$ cat src/rtl/hazard_fwd_ctrl_if.sv
// Hazard/forwarding control bus.
// Groups the ID-stage instruction fields and the flush request (driven by the
// pipeline front end) with the hazard flags, EX result select, stall request
// and performance counters returned by hazard_fwd_ctrl.
//   master : pipeline side   (drives id_*, flush; receives flags/stall/counters)
//   slave  : hazard_fwd_ctrl (receives id_*, flush; drives flags/stall/counters)
interface hazard_fwd_ctrl_if #(
  parameter int AW = 5,
  parameter int CW = 16
);
  logic [AW-1:0] id_AA;
  logic [AW-1:0] id_BA;
  logic [AW-1:0] id_DA;
  logic          id_RW;
  logic [1:0]    id_MD;
  logic          id_MA;
  logic          id_MB;
  logic          flush;

  logic          EX_Hazard_A;
  logic          WB_Hazard_A;
  logic          EX_Hazard_B;
  logic          WB_Hazard_B;
  logic [1:0]    EX_MD;
  logic          stall;
  logic [CW-1:0] stall_cnt;
  logic [CW-1:0] bubble_cnt;

  modport master (
    output id_AA, id_BA, id_DA, id_RW, id_MD, id_MA, id_MB, flush,
    input  EX_Hazard_A, WB_Hazard_A, EX_Hazard_B, WB_Hazard_B,
           EX_MD, stall, stall_cnt, bubble_cnt
  );

  modport slave (
    input  id_AA, id_BA, id_DA, id_RW, id_MD, id_MA, id_MB, flush,
    output EX_Hazard_A, WB_Hazard_A, EX_Hazard_B, WB_Hazard_B,
           EX_MD, stall, stall_cnt, bubble_cnt
  );
endinterface

$ cat src/rtl/hazard_fwd_ctrl.sv
// Hazard detection and forwarding control at the ID->EX boundary.
// Tracks the destination register of the instructions in EX and WB, compares
// them with the ID source registers, and registers EX/WB forwarding flags for
// the operand muxes in EX. A load in EX feeding the ID instruction raises a
// one-cycle stall and a bubble is injected into EX. A flush also injects a
// bubble and overrides the stall.
// Ports:
//   clk   : pipeline clock
//   rst_n : asynchronous active-low reset
//   bus   : hazard_fwd_ctrl_if.slave (ID fields, flush in; flags, EX_MD,
//           stall, stall_cnt, bubble_cnt out)
module hazard_fwd_ctrl #(
  parameter int AW = 5,
  parameter int CW = 16
) (
  input  logic              clk,
  input  logic              rst_n,
  hazard_fwd_ctrl_if.slave  bus
);

  localparam logic [1:0] MD_LOAD = 2'b01;

  // EX and WB tracking slots
  logic [AW-1:0] r_ex_da;
  logic          r_ex_rw;
  logic [1:0]    r_ex_md;
  logic [AW-1:0] r_wb_da;
  logic          r_wb_rw;

  logic          r_ex_haz_a;
  logic          r_wb_haz_a;
  logic          r_ex_haz_b;
  logic          r_wb_haz_b;
  logic [CW-1:0] r_stall_cnt;
  logic [CW-1:0] r_bubble_cnt;

  logic w_ex_a;
  logic w_wb_a;
  logic w_ex_b;
  logic w_wb_b;
  logic w_stall;
  logic w_bubble;

  // Register 0 is hard-wired zero, so a write to it never creates a dependency.
  assign w_ex_a = (bus.id_AA == r_ex_da) && r_ex_rw && (r_ex_da != '0) && !bus.id_MA;
  assign w_wb_a = (bus.id_AA == r_wb_da) && r_wb_rw && (r_wb_da != '0) && !bus.id_MA;
  assign w_ex_b = (bus.id_BA == r_ex_da) && r_ex_rw && (r_ex_da != '0) && !bus.id_MB;
  assign w_wb_b = (bus.id_BA == r_wb_da) && r_wb_rw && (r_wb_da != '0) && !bus.id_MB;

  // A squashed ID instruction cannot consume the load, so flush masks stall.
  assign w_stall  = (w_ex_a || w_ex_b) && (r_ex_md == MD_LOAD) && !bus.flush;
  assign w_bubble = w_stall || bus.flush;

  always_ff @(posedge clk or negedge rst_n) begin
    if (!rst_n) begin
      r_ex_da    <= '0;
      r_ex_rw    <= 1'b0;
      r_ex_md    <= 2'b00;
      r_wb_da    <= '0;
      r_wb_rw    <= 1'b0;
      r_ex_haz_a <= 1'b0;
      r_wb_haz_a <= 1'b0;
      r_ex_haz_b <= 1'b0;
      r_wb_haz_b <= 1'b0;
    end else begin
      r_wb_da <= r_ex_da;
      r_wb_rw <= r_ex_rw;
      if (w_bubble) begin
        r_ex_da    <= '0;
        r_ex_rw    <= 1'b0;
        r_ex_md    <= 2'b00;
        r_ex_haz_a <= 1'b0;
        r_wb_haz_a <= 1'b0;
        r_ex_haz_b <= 1'b0;
        r_wb_haz_b <= 1'b0;
      end else begin
        r_ex_da    <= bus.id_DA;
        r_ex_rw    <= bus.id_RW;
        r_ex_md    <= bus.id_MD;
        r_ex_haz_a <= w_ex_a;
        r_wb_haz_a <= w_wb_a;
        r_ex_haz_b <= w_ex_b;
        r_wb_haz_b <= w_wb_b;
      end
    end
  end

  // Saturating performance counters
  always_ff @(posedge clk or negedge rst_n) begin
    if (!rst_n) begin
      r_stall_cnt  <= '0;
      r_bubble_cnt <= '0;
    end else begin
      if (w_stall && (r_stall_cnt != '1)) begin
        r_stall_cnt <= r_stall_cnt + 1'b1;
      end
      if (w_bubble && (r_bubble_cnt != '1)) begin
        r_bubble_cnt <= r_bubble_cnt + 1'b1;
      end
    end
  end

  assign bus.EX_Hazard_A = r_ex_haz_a;
  assign bus.WB_Hazard_A = r_wb_haz_a;
  assign bus.EX_Hazard_B = r_ex_haz_b;
  assign bus.WB_Hazard_B = r_wb_haz_b;
  assign bus.EX_MD       = r_ex_md;
  assign bus.stall       = w_stall;
  assign bus.stall_cnt   = r_stall_cnt;
  assign bus.bubble_cnt  = r_bubble_cnt;

endmodule

$ cat src/flat_wrapper.sv
// flat-port wrapper written by rule: the top's interface ports become plain ports
module hazard_fwd_ctrl_flat 
#(
  parameter int AW = 5,
  parameter int CW = 16
)
  (clk, rst_n, bus_id_AA, bus_id_BA, bus_id_DA, bus_id_RW, bus_id_MD, bus_id_MA, bus_id_MB, bus_flush, bus_EX_Hazard_A, bus_WB_Hazard_A, bus_EX_Hazard_B, bus_WB_Hazard_B, bus_EX_MD, bus_stall, bus_stall_cnt, bus_bubble_cnt);
  hazard_fwd_ctrl_if #(.AW(AW), .CW(CW)) bus_i ();
  input  logic clk;
  input  logic rst_n;
  input wire logic [$bits(bus_i.id_AA)-1:0] bus_id_AA;
  input wire logic [$bits(bus_i.id_BA)-1:0] bus_id_BA;
  input wire logic [$bits(bus_i.id_DA)-1:0] bus_id_DA;
  input wire logic [$bits(bus_i.id_RW)-1:0] bus_id_RW;
  input wire logic [$bits(bus_i.id_MD)-1:0] bus_id_MD;
  input wire logic [$bits(bus_i.id_MA)-1:0] bus_id_MA;
  input wire logic [$bits(bus_i.id_MB)-1:0] bus_id_MB;
  input wire logic [$bits(bus_i.flush)-1:0] bus_flush;
  output wire logic [$bits(bus_i.EX_Hazard_A)-1:0] bus_EX_Hazard_A;
  output wire logic [$bits(bus_i.WB_Hazard_A)-1:0] bus_WB_Hazard_A;
  output wire logic [$bits(bus_i.EX_Hazard_B)-1:0] bus_EX_Hazard_B;
  output wire logic [$bits(bus_i.WB_Hazard_B)-1:0] bus_WB_Hazard_B;
  output wire logic [$bits(bus_i.EX_MD)-1:0] bus_EX_MD;
  output wire logic [$bits(bus_i.stall)-1:0] bus_stall;
  output wire logic [$bits(bus_i.stall_cnt)-1:0] bus_stall_cnt;
  output wire logic [$bits(bus_i.bubble_cnt)-1:0] bus_bubble_cnt;
  assign bus_i.id_AA = bus_id_AA;
  assign bus_i.id_BA = bus_id_BA;
  assign bus_i.id_DA = bus_id_DA;
  assign bus_i.id_RW = bus_id_RW;
  assign bus_i.id_MD = bus_id_MD;
  assign bus_i.id_MA = bus_id_MA;
  assign bus_i.id_MB = bus_id_MB;
  assign bus_i.flush = bus_flush;
  assign bus_EX_Hazard_A = bus_i.EX_Hazard_A;
  assign bus_WB_Hazard_A = bus_i.WB_Hazard_A;
  assign bus_EX_Hazard_B = bus_i.EX_Hazard_B;
  assign bus_WB_Hazard_B = bus_i.WB_Hazard_B;
  assign bus_EX_MD = bus_i.EX_MD;
  assign bus_stall = bus_i.stall;
  assign bus_stall_cnt = bus_i.stall_cnt;
  assign bus_bubble_cnt = bus_i.bubble_cnt;
  hazard_fwd_ctrl #(.AW(AW), .CW(CW)) u_core (.clk(clk), .rst_n(rst_n), .bus(bus_i));
endmodule
$ cat config.mk
export PLATFORM = sky130hd
export DESIGN_NAME = hazard_fwd_ctrl_flat
export DESIGN_NICKNAME = d
export VERILOG_FILES = /design/src/rtl/hazard_fwd_ctrl_if.sv /design/src/rtl/hazard_fwd_ctrl.sv /design/src/flat_wrapper.sv
export SDC_FILE = /design/constraint.sdc
export NUM_CORES = 1
export LEC_CHECK = 0
export BUFFER_PORTS_ARGS = -buffer_cell sky130_fd_sc_hd__buf_2
export CORE_AREA = 2 2 77 79
export CTS_BUF_LIST = sky130_fd_sc_hd__clkbuf_16
export DETAILED_ROUTE_END_ITERATION = 6
export DIE_AREA = 0 0 79 81
export PLACE_DENSITY_LB_ADDON = 0.05
export REMOVE_ABC_BUFFERS = 1
export SLEW_MARGIN = 20
export SYNTH_ARGS = -nofsm -noshare
export SYNTH_HDL_FRONTEND = slang
export SYNTH_SLANG_ARGS = --single-unit
$ cat constraint.sdc
create_clock -name clk -period 2 [get_ports clk]
set_input_delay 0.1 -clock clk [delete_from_list [all_inputs] [get_ports clk]]
set_output_delay 0.1 -clock clk [all_outputs]
set_load 0.05 [all_outputs]
==> summary.md, run 1 <==
| Metric | Value |
|---|---|
| CP max FO | 4 |
| Sequential area share after synthesis | 0.5171 |
| Mapped Area | between 2000 and 2500 um^2 |
| Hold Crit Class | in2reg |
| Worst-skew pair later-pin latency | 280 ps |
| Vias in the first global route | approximately 2000 |
| Yosys cell types | 36 |
| First-pass GRT wire length | between 9 and 10 mm |
| Root Driver | clkbuf_16 |
| Max-slew headroom | 0.7153 |
| I/O pin total | 62 |
| Detailed Route WL | about 5.4 mm |
| Clock Tree Buf Depth | 2 |
| RD Place Congestion | roughly 0.82 |
| Sink Count | 50 |
| Ratio of cells with drive above 1 in the final layout | 0.4194 |
| CP peak stage delay | around 550 ps |
| Clock power share | 0.291 |
| Logic pwr share | 0.279 |
| Worst flop-to-flop path startpoint | u_core.r_ex_da[0] |
| P_sw | between 0.8 and 0.9 mW |
| PwrDens | approximately 800 nW/um^2 |
| Die width | about 79 um |
| CP Buf/Inv Count | 3 |
| Antenna-violating nets left | 0 |
| Post-Place Cells | ~370 |
| H-tree depth | 2 |
| Fillcell total | approximately 510 |
| Grt total ovfl | 0 |
| Crit-path slowest cell | or4_1 |
| Top Family by Delay on Critical Path | simple AND/OR/NAND/NOR gates |
| Post-DP HPWL | 3.863 mm |
| CTS tree | yes |
| WHS Path Cells | 2 |
| Final min period | ~2100 ps |
| Port Buf Inserts | 61 |
| CORE AREA | ~5700 um^2 |
| CP Depth | 7 |
| Worst-path cell chain | or4_1 > o21ai_2 > or3b_4 > buf_4 > a211oi_4 > buf_6 > buf_8 |
| Peak supply drop | around 0.85 mV |
| Largest net degree at the start of global routing | 50 |
| Total track usage | 0.1853 |
| Reg power frac | 0.430 |
| Total CTS buffers | 5 |
| Iter 0 DRT Violations | between 70 and 80 |
| Crit start category | flop |
| DR vias/cell | about 5 |
| Clk slew on worst S/H paths | roughly 60 ps |
| Critical Path Source | u_core.r_ex_da[0] |
| Initial antenna violation count | 0 |
| Synth-to-Final Area Change | 40.59% |
| Die area | between 6000 and 7000 um^2 |
| Internal power | about 1.8 mW |
| Critical path class | reg2out |
| Worst Max-Slew Pin Slew | roughly 430 ps |
| Most frequent cells in the layout | buf_2 (60), dfrtp_1 (49), xnor2_1 (37) |
| GR Util met2 | 0.3025 |
| Setup TNS | -1825 ps |
| Nets | around 330 |
| WP data required | 1900 ps |
| Count of antenna diodes in the layout | 0 |
| Synth Warn # | 0 |
| Final Setup Violations | 27 |
| Met1 Resource Use GR | 0.2523 |
| Leak | between 1.5 and 2 nW |
| Critical Path AT | approximately 2000 ps |
| HP Start | bus_id_MD[0] |
| Worst Skew | 4.817 ps |
| FMAX | 0.4676 GHz |
| Max_cap viols | 0 |
| # rows | 28 |
| GR peak layer | met2 |
| CP endpoint kind | primary output |
| Avg Inst Size Synth | between 10 and 15 um^2 |
| First drt pass iteration count | 4 |
| Starting Density | 0.4264 |
| Violated checks | negative setup slack |
| Commonest non-fill, non-tap cell in the layout | buf_2 |
| RSZ-0062 raised after global routing | yes |
| Worst Reg-to-Reg Cells | 8 |
| Final hold vios | 0 |
| Post-DR wirelength/cell | between 10 and 15 um |
| PnR worst setup slack | -138.7 ps |
| Met3 Use GR | 0.03444 |
| Via count | roughly 1900 |
| Non-Filler Instances | about 390 |
| Synth Register Bits | 50 |
| Status | finished, violations left |
| Layout Utilization | 0.5994 |
| Die Height | just over 80 um |
| Max-slew violations | 0 |
| Sw Share | 0.3284 |
| Post-Synthesis Cells | 209 |
| Final period util | 1.069 |
| DRC | 0 |
-- cell families after synthesis --
kind of cell | count (synthesis) | share of synthesized area
AOI/OAI and AO/OA | 23 | 0.07808
xor gates and xnor gates | 45 | 0.1629
buffers and inverters | 7 | 0.01551
adders and majority gates | 2 | 0.01034
muxes | 6 | 0.02792
DFF | 50 | 0.5171
and+or+nand+nor | 76 | 0.1882
-- flip-flops by register name (all words and copies together) (netlist names), 2 cells and up --
| name | cells |
|---|---|
| u_core.r_ex_da | 5 |
| u_core.bus.bubble_cnt | 16 |
| u_core.r_wb_da | 5 |
| u_core.bus.EX_MD | 2 |
| u_core.bus.stall_cnt | 16 |
-- final timing paths --
| path | to | slack (ps) |
|---|---|---|
| max reg2reg | u_core.bus.stall_cnt[14] | -130 |
| max | bus_stall | -140 |
| min in group asynchronous | u_core.r_wb_da[2] | 140 |
| min reg2reg | u_core.r_wb_rw | 400 |
| min | u_core.bus.EX_MD[0] | 50 |
| max in group asynchronous | u_core.r_ex_da[0] | 1410 |
-- worst reg2reg max path, stage by stage, from the launching register on --
cell      delay (ps)
dfrtp_2          420
or4_1            150
o21ai_2           60
or3b_4           400
buf_4            160
a211oi_4         270
buf_6            170
nand3_1           80
mux2_4           310
-- final cells by class --
cell class / count / area (um^2) / area share
flip-flops and latches: 50 / 1252 / 0.3682
multi-input cells: 152 / 1237 / 0.3637
repair buffers: 99 / 676.9 / 0.1990
clock buffers: 5 / 125.1 / 0.03678
well taps: 75 / 93.84 / 0.02758
clock inverters: 3 / 12.51 / 0.003678
inverters: 1 / 3.754 / 0.001103
-- power by group through the flow --
stage          registers [mW]  clock network (mW)  logic, mW
2_1_floorplan            1.46                   0      0.182
3_3_place_gp             1.19                   0      0.701
3_5_place_dp             1.19                   0      0.704
4_1_cts                  1.17               0.823      0.761
5_1_grt                  1.19               0.876      0.811
6_report                 1.18               0.796      0.761
-- metrics by stage --
stage,setup WS [ps],hold slack (ps),total power [mW],cell area [um^2]
detailed placement,-143.2,-94.75,1.892,3005
global route,-231.3,45.86,2.877,3402
finish,-138.7,52.76,2.733,3402
global placement,-132.1,-95.21,1.892,3005
floorplan,-516.6,-195.6,1.642,2386
CTS,-148.4,44.25,2.757,3319
-- per-layer routing --
metal / vias up / wire length (um)
met3: 6 / 190
li1: 961 / -
met2: 39 / 2592
met4: 0 / 67
met5: - / 0
met1: 925 / 2594
-- synth_stat cells, drive strengths merged --
cell	n	area, um^2
dfrtp	50	1251
xnor2	40	350.3
and3	25	156.4
nand4	11	68.82
nand3	10	50.05
nand2	8	30.03
and2	6	37.54
mux2	6	67.56
o2111ai	6	52.55
o21ai	5	28.77
xor2	5	43.79
clkbuf	4	15.01
o211ai	4	30.03
a21oi	3	18.77
and4	3	26.28
buf	2	18.77
ha	2	25.02
nor2	2	7.510
nor3	2	10.01
nor4	2	12.51
o2111a	2	22.52
or3	2	17.52
or4	2	15.01
a211oi	1	20.02
a21o	1	7.510
inv	1	3.750
nand2b	1	6.260
nor2b	1	6.260
o22a	1	8.760
or3b	1	11.26
-- timing repair --
item / 4_1_cts / 5_1_grt
hold buffers: 1 / 0
buffers inserted: 11 / 0
endpoints found under the hold margin: 50 / 0
resized for setup: 23 / 17
pin swaps: 6 / 8
endpoints found under the setup margin: 37 / 42
Power figures use the tool's default switching activity.
==> inputs of run 2 (changes only) <==
--- a/config.mk
+++ b/config.mk
@@ -7,7 +7,6 @@
 export LEC_CHECK = 0
 export BUFFER_PORTS_ARGS = -buffer_cell sky130_fd_sc_hd__buf_2
 export CORE_AREA = 2 2 77 79
-export CTS_BUF_LIST = sky130_fd_sc_hd__clkbuf_16
 export DETAILED_ROUTE_END_ITERATION = 6
 export DIE_AREA = 0 0 79 81
 export PLACE_DENSITY_LB_ADDON = 0.05
==> run 2 against run 1 <==
Net effect:
- the flow still finishes with violations (negative setup slack)
- sequential share of layout area rose by 1.0 points
- global-route usage rose by 0.18 points
- clock skew fell by 1.2 ps
- count of clock-buffer cells in the layout up 2
- highest routed layer unchanged
- clock power is 25% lower
- worst hold slack worse by 13 ps
- combinational power increased by 2%
- die area unchanged
- routed wire length is 1.7% higher
- core utilization fell by 1.5 points
- final area is 2.5% lower
==> summary.md, run 2 (same netlist as run 1, synthesis figures left out) <==
| Metric | Value |
|---|---|
| Status | finished, violations left |
| Violated checks | negative setup slack |
| DR vias/cell | approximately 5.1 |
| Worst-skew pair later-pin latency | 290 ps |
| Max-slew violations | 0 |
| Max_cap viols | 0 |
| Vias in the first global route | roughly 2000 |
| Clk slew on worst S/H paths | around 80 ps |
| Nets | between 300 and 400 |
| Initial antenna violation count | 0 |
| Starting Density | 0.4264 |
| Max-slew headroom | 0.7095 |
| Via count | a little under 2000 |
| Die area | 6399 um^2 |
| Detailed Route WL | 5.536 mm |
| Leak | 1.629 nW |
| Critical path class | reg2out |
| Layout Utilization | 0.5842 |
| Ratio of cells with drive above 1 in the final layout | 0.4104 |
| Post-DR wirelength/cell | approximately 14 um |
| Worst Max-Slew Pin Slew | between 400 and 500 ps |
| H-tree depth | 2 |
| Root Driver | clkbuf_8 |
| Count of antenna diodes in the layout | 0 |
| Port Buf Inserts | 61 |
| Commonest non-fill, non-tap cell in the layout | buf_2 |
| Grt total ovfl | 0 |
| I/O pin total | between 60 and 70 |
| WP data required | 1900 ps |
| Critical Path AT | ~2100 ps |
| First-pass GRT wire length | about 9.4 mm |
| Largest net degree at the start of global routing | 50 |
| Sink Count | 50 |
| Die width | 79 um |
| Crit start category | flop |
| Total CTS buffers | 5 |
| Setup TNS | -2718 ps |
| CORE AREA | about 5700 um^2 |
| CTS tree | yes |
| Final Setup Violations | 30 |
| Synth-to-Final Area Change | 37.02% |
| Peak supply drop | 0.6648 mV |
| First drt pass iteration count | 4 |
| DRC | 0 |
| PwrDens | 768.8 nW/um^2 |
| Worst Skew | 3.641 ps |
| FMAX | roughly 0.46 GHz |
| Total track usage | 0.1870 |
| Most frequent cells in the layout | buf_2 (60), dfrtp_1 (48), xnor2_1 (37) |
| CP endpoint kind | primary output |
| PnR worst setup slack | -179.5 ps |
| Clock Tree Buf Depth | 2 |
| RD Place Congestion | a little over 0.8 |
| Final period util | 1.090 |
| # rows | 28 |
| Die Height | slightly above 80 um |
| Antenna-violating nets left | 0 |
| Hold Crit Class | in2reg |
| Final hold vios | 0 |
| Post-DP HPWL | a little under 4 mm |
| Iter 0 DRT Violations | 69 |
| CP max FO | 4 |
| Final min period | around 2200 ps |
| RSZ-0062 raised after global routing | yes |
run 2: cell types whose count changed in the layout (fill, tap and decap cells not counted), sizes merged:
cell / delta
clkinv: -1
clkbuf: +2
inv: -1
buf: -3
run 2: critical path, stage by stage (launching register included):
cell and delay [ps]:
dfrtp_2 460, or4_4 550, o21ai_4 180, or3b_4 160
buf_6 100, a211oi_4 40, buf_6 140, buf_8 140
run 2: per-stage QoR:
| step | hold WS [ps] | instance area (um^2) | total power, mW | setup slack [ps] | instances |
|---|---|---|---|---|---|
| 5_1_grt | 26.75 | 3316 | 2.686 | -260.1 | 382 |
| 6_report | 39.36 | 3316 | 2.549 | -179.5 | 382 |
| 2_1_floorplan | -195.6 | 2386 | 1.642 | -516.6 | 203 |
| 4_1_cts | 21.93 | 3268 | 2.573 | -136.0 | 384 |
| 3_5_place_dp | -94.75 | 3005 | 1.892 | -143.2 | 365 |
| 3_3_place_gp | -95.21 | 3005 | 1.892 | -132.1 | 365 |
run 2: cell type report:
| class | instances | area (um^2) |
|---|---|---|
| inverter | 1 | 3.754 |
| fill | 528 | 2360 |
| clock buffer | 7 | 86.33 |
| multi-input combinational | 152 | 1230 |
| clock inverter | 1 | 5.005 |
| sequential | 50 | 1254 |
| timing repair buffer | 96 | 643.1 |
| tap | 75 | 93.84 |
run 2: worst paths after layout:
kind,cells past startpoint,startpoint,slack [ps],endpoint
worst max register to register,8,u_core.r_ex_da[0],-150,u_core.bus.stall_cnt[14]
worst min-delay path,2,bus_id_MD[0],40,u_core.bus.EX_MD[0]
max in group asynchronous,3,rst_n,1430,u_core.r_ex_da[4]
worst max-delay path,7,u_core.r_ex_da[0],-180,bus_stall
worst min register to register,0,u_core.r_ex_rw,460,u_core.r_wb_rw
min in group asynchronous,2,rst_n,120,u_core.r_wb_da[2]
run 2: what timing repair did:
item,CTS,global route
buffers inserted,10,2
endpoints found under the hold margin,50,0
pin swaps,3,10
cloned,0,0
setup endpoints to repair,35,43
hold buffers,1,0
gates resized for setup,23,17
run 2: power by group:
part / internal, mW / switching [mW]
registers: 1.10 / 0.0777
clock network: 0.280 / 0.318
logic: 0.292 / 0.484
run 2: metal layers:
layer | routed length [um] | global-route usage | vias to the layer above
met5 | 0 | 0 | -
met4 | 43 | 0.05690 | 0
met2 | 2685 | 0.3119 | 41
met1 | 2602 | 0.2498 | 935
li1 | - | - | 951
met3 | 204 | 0.03444 | 5
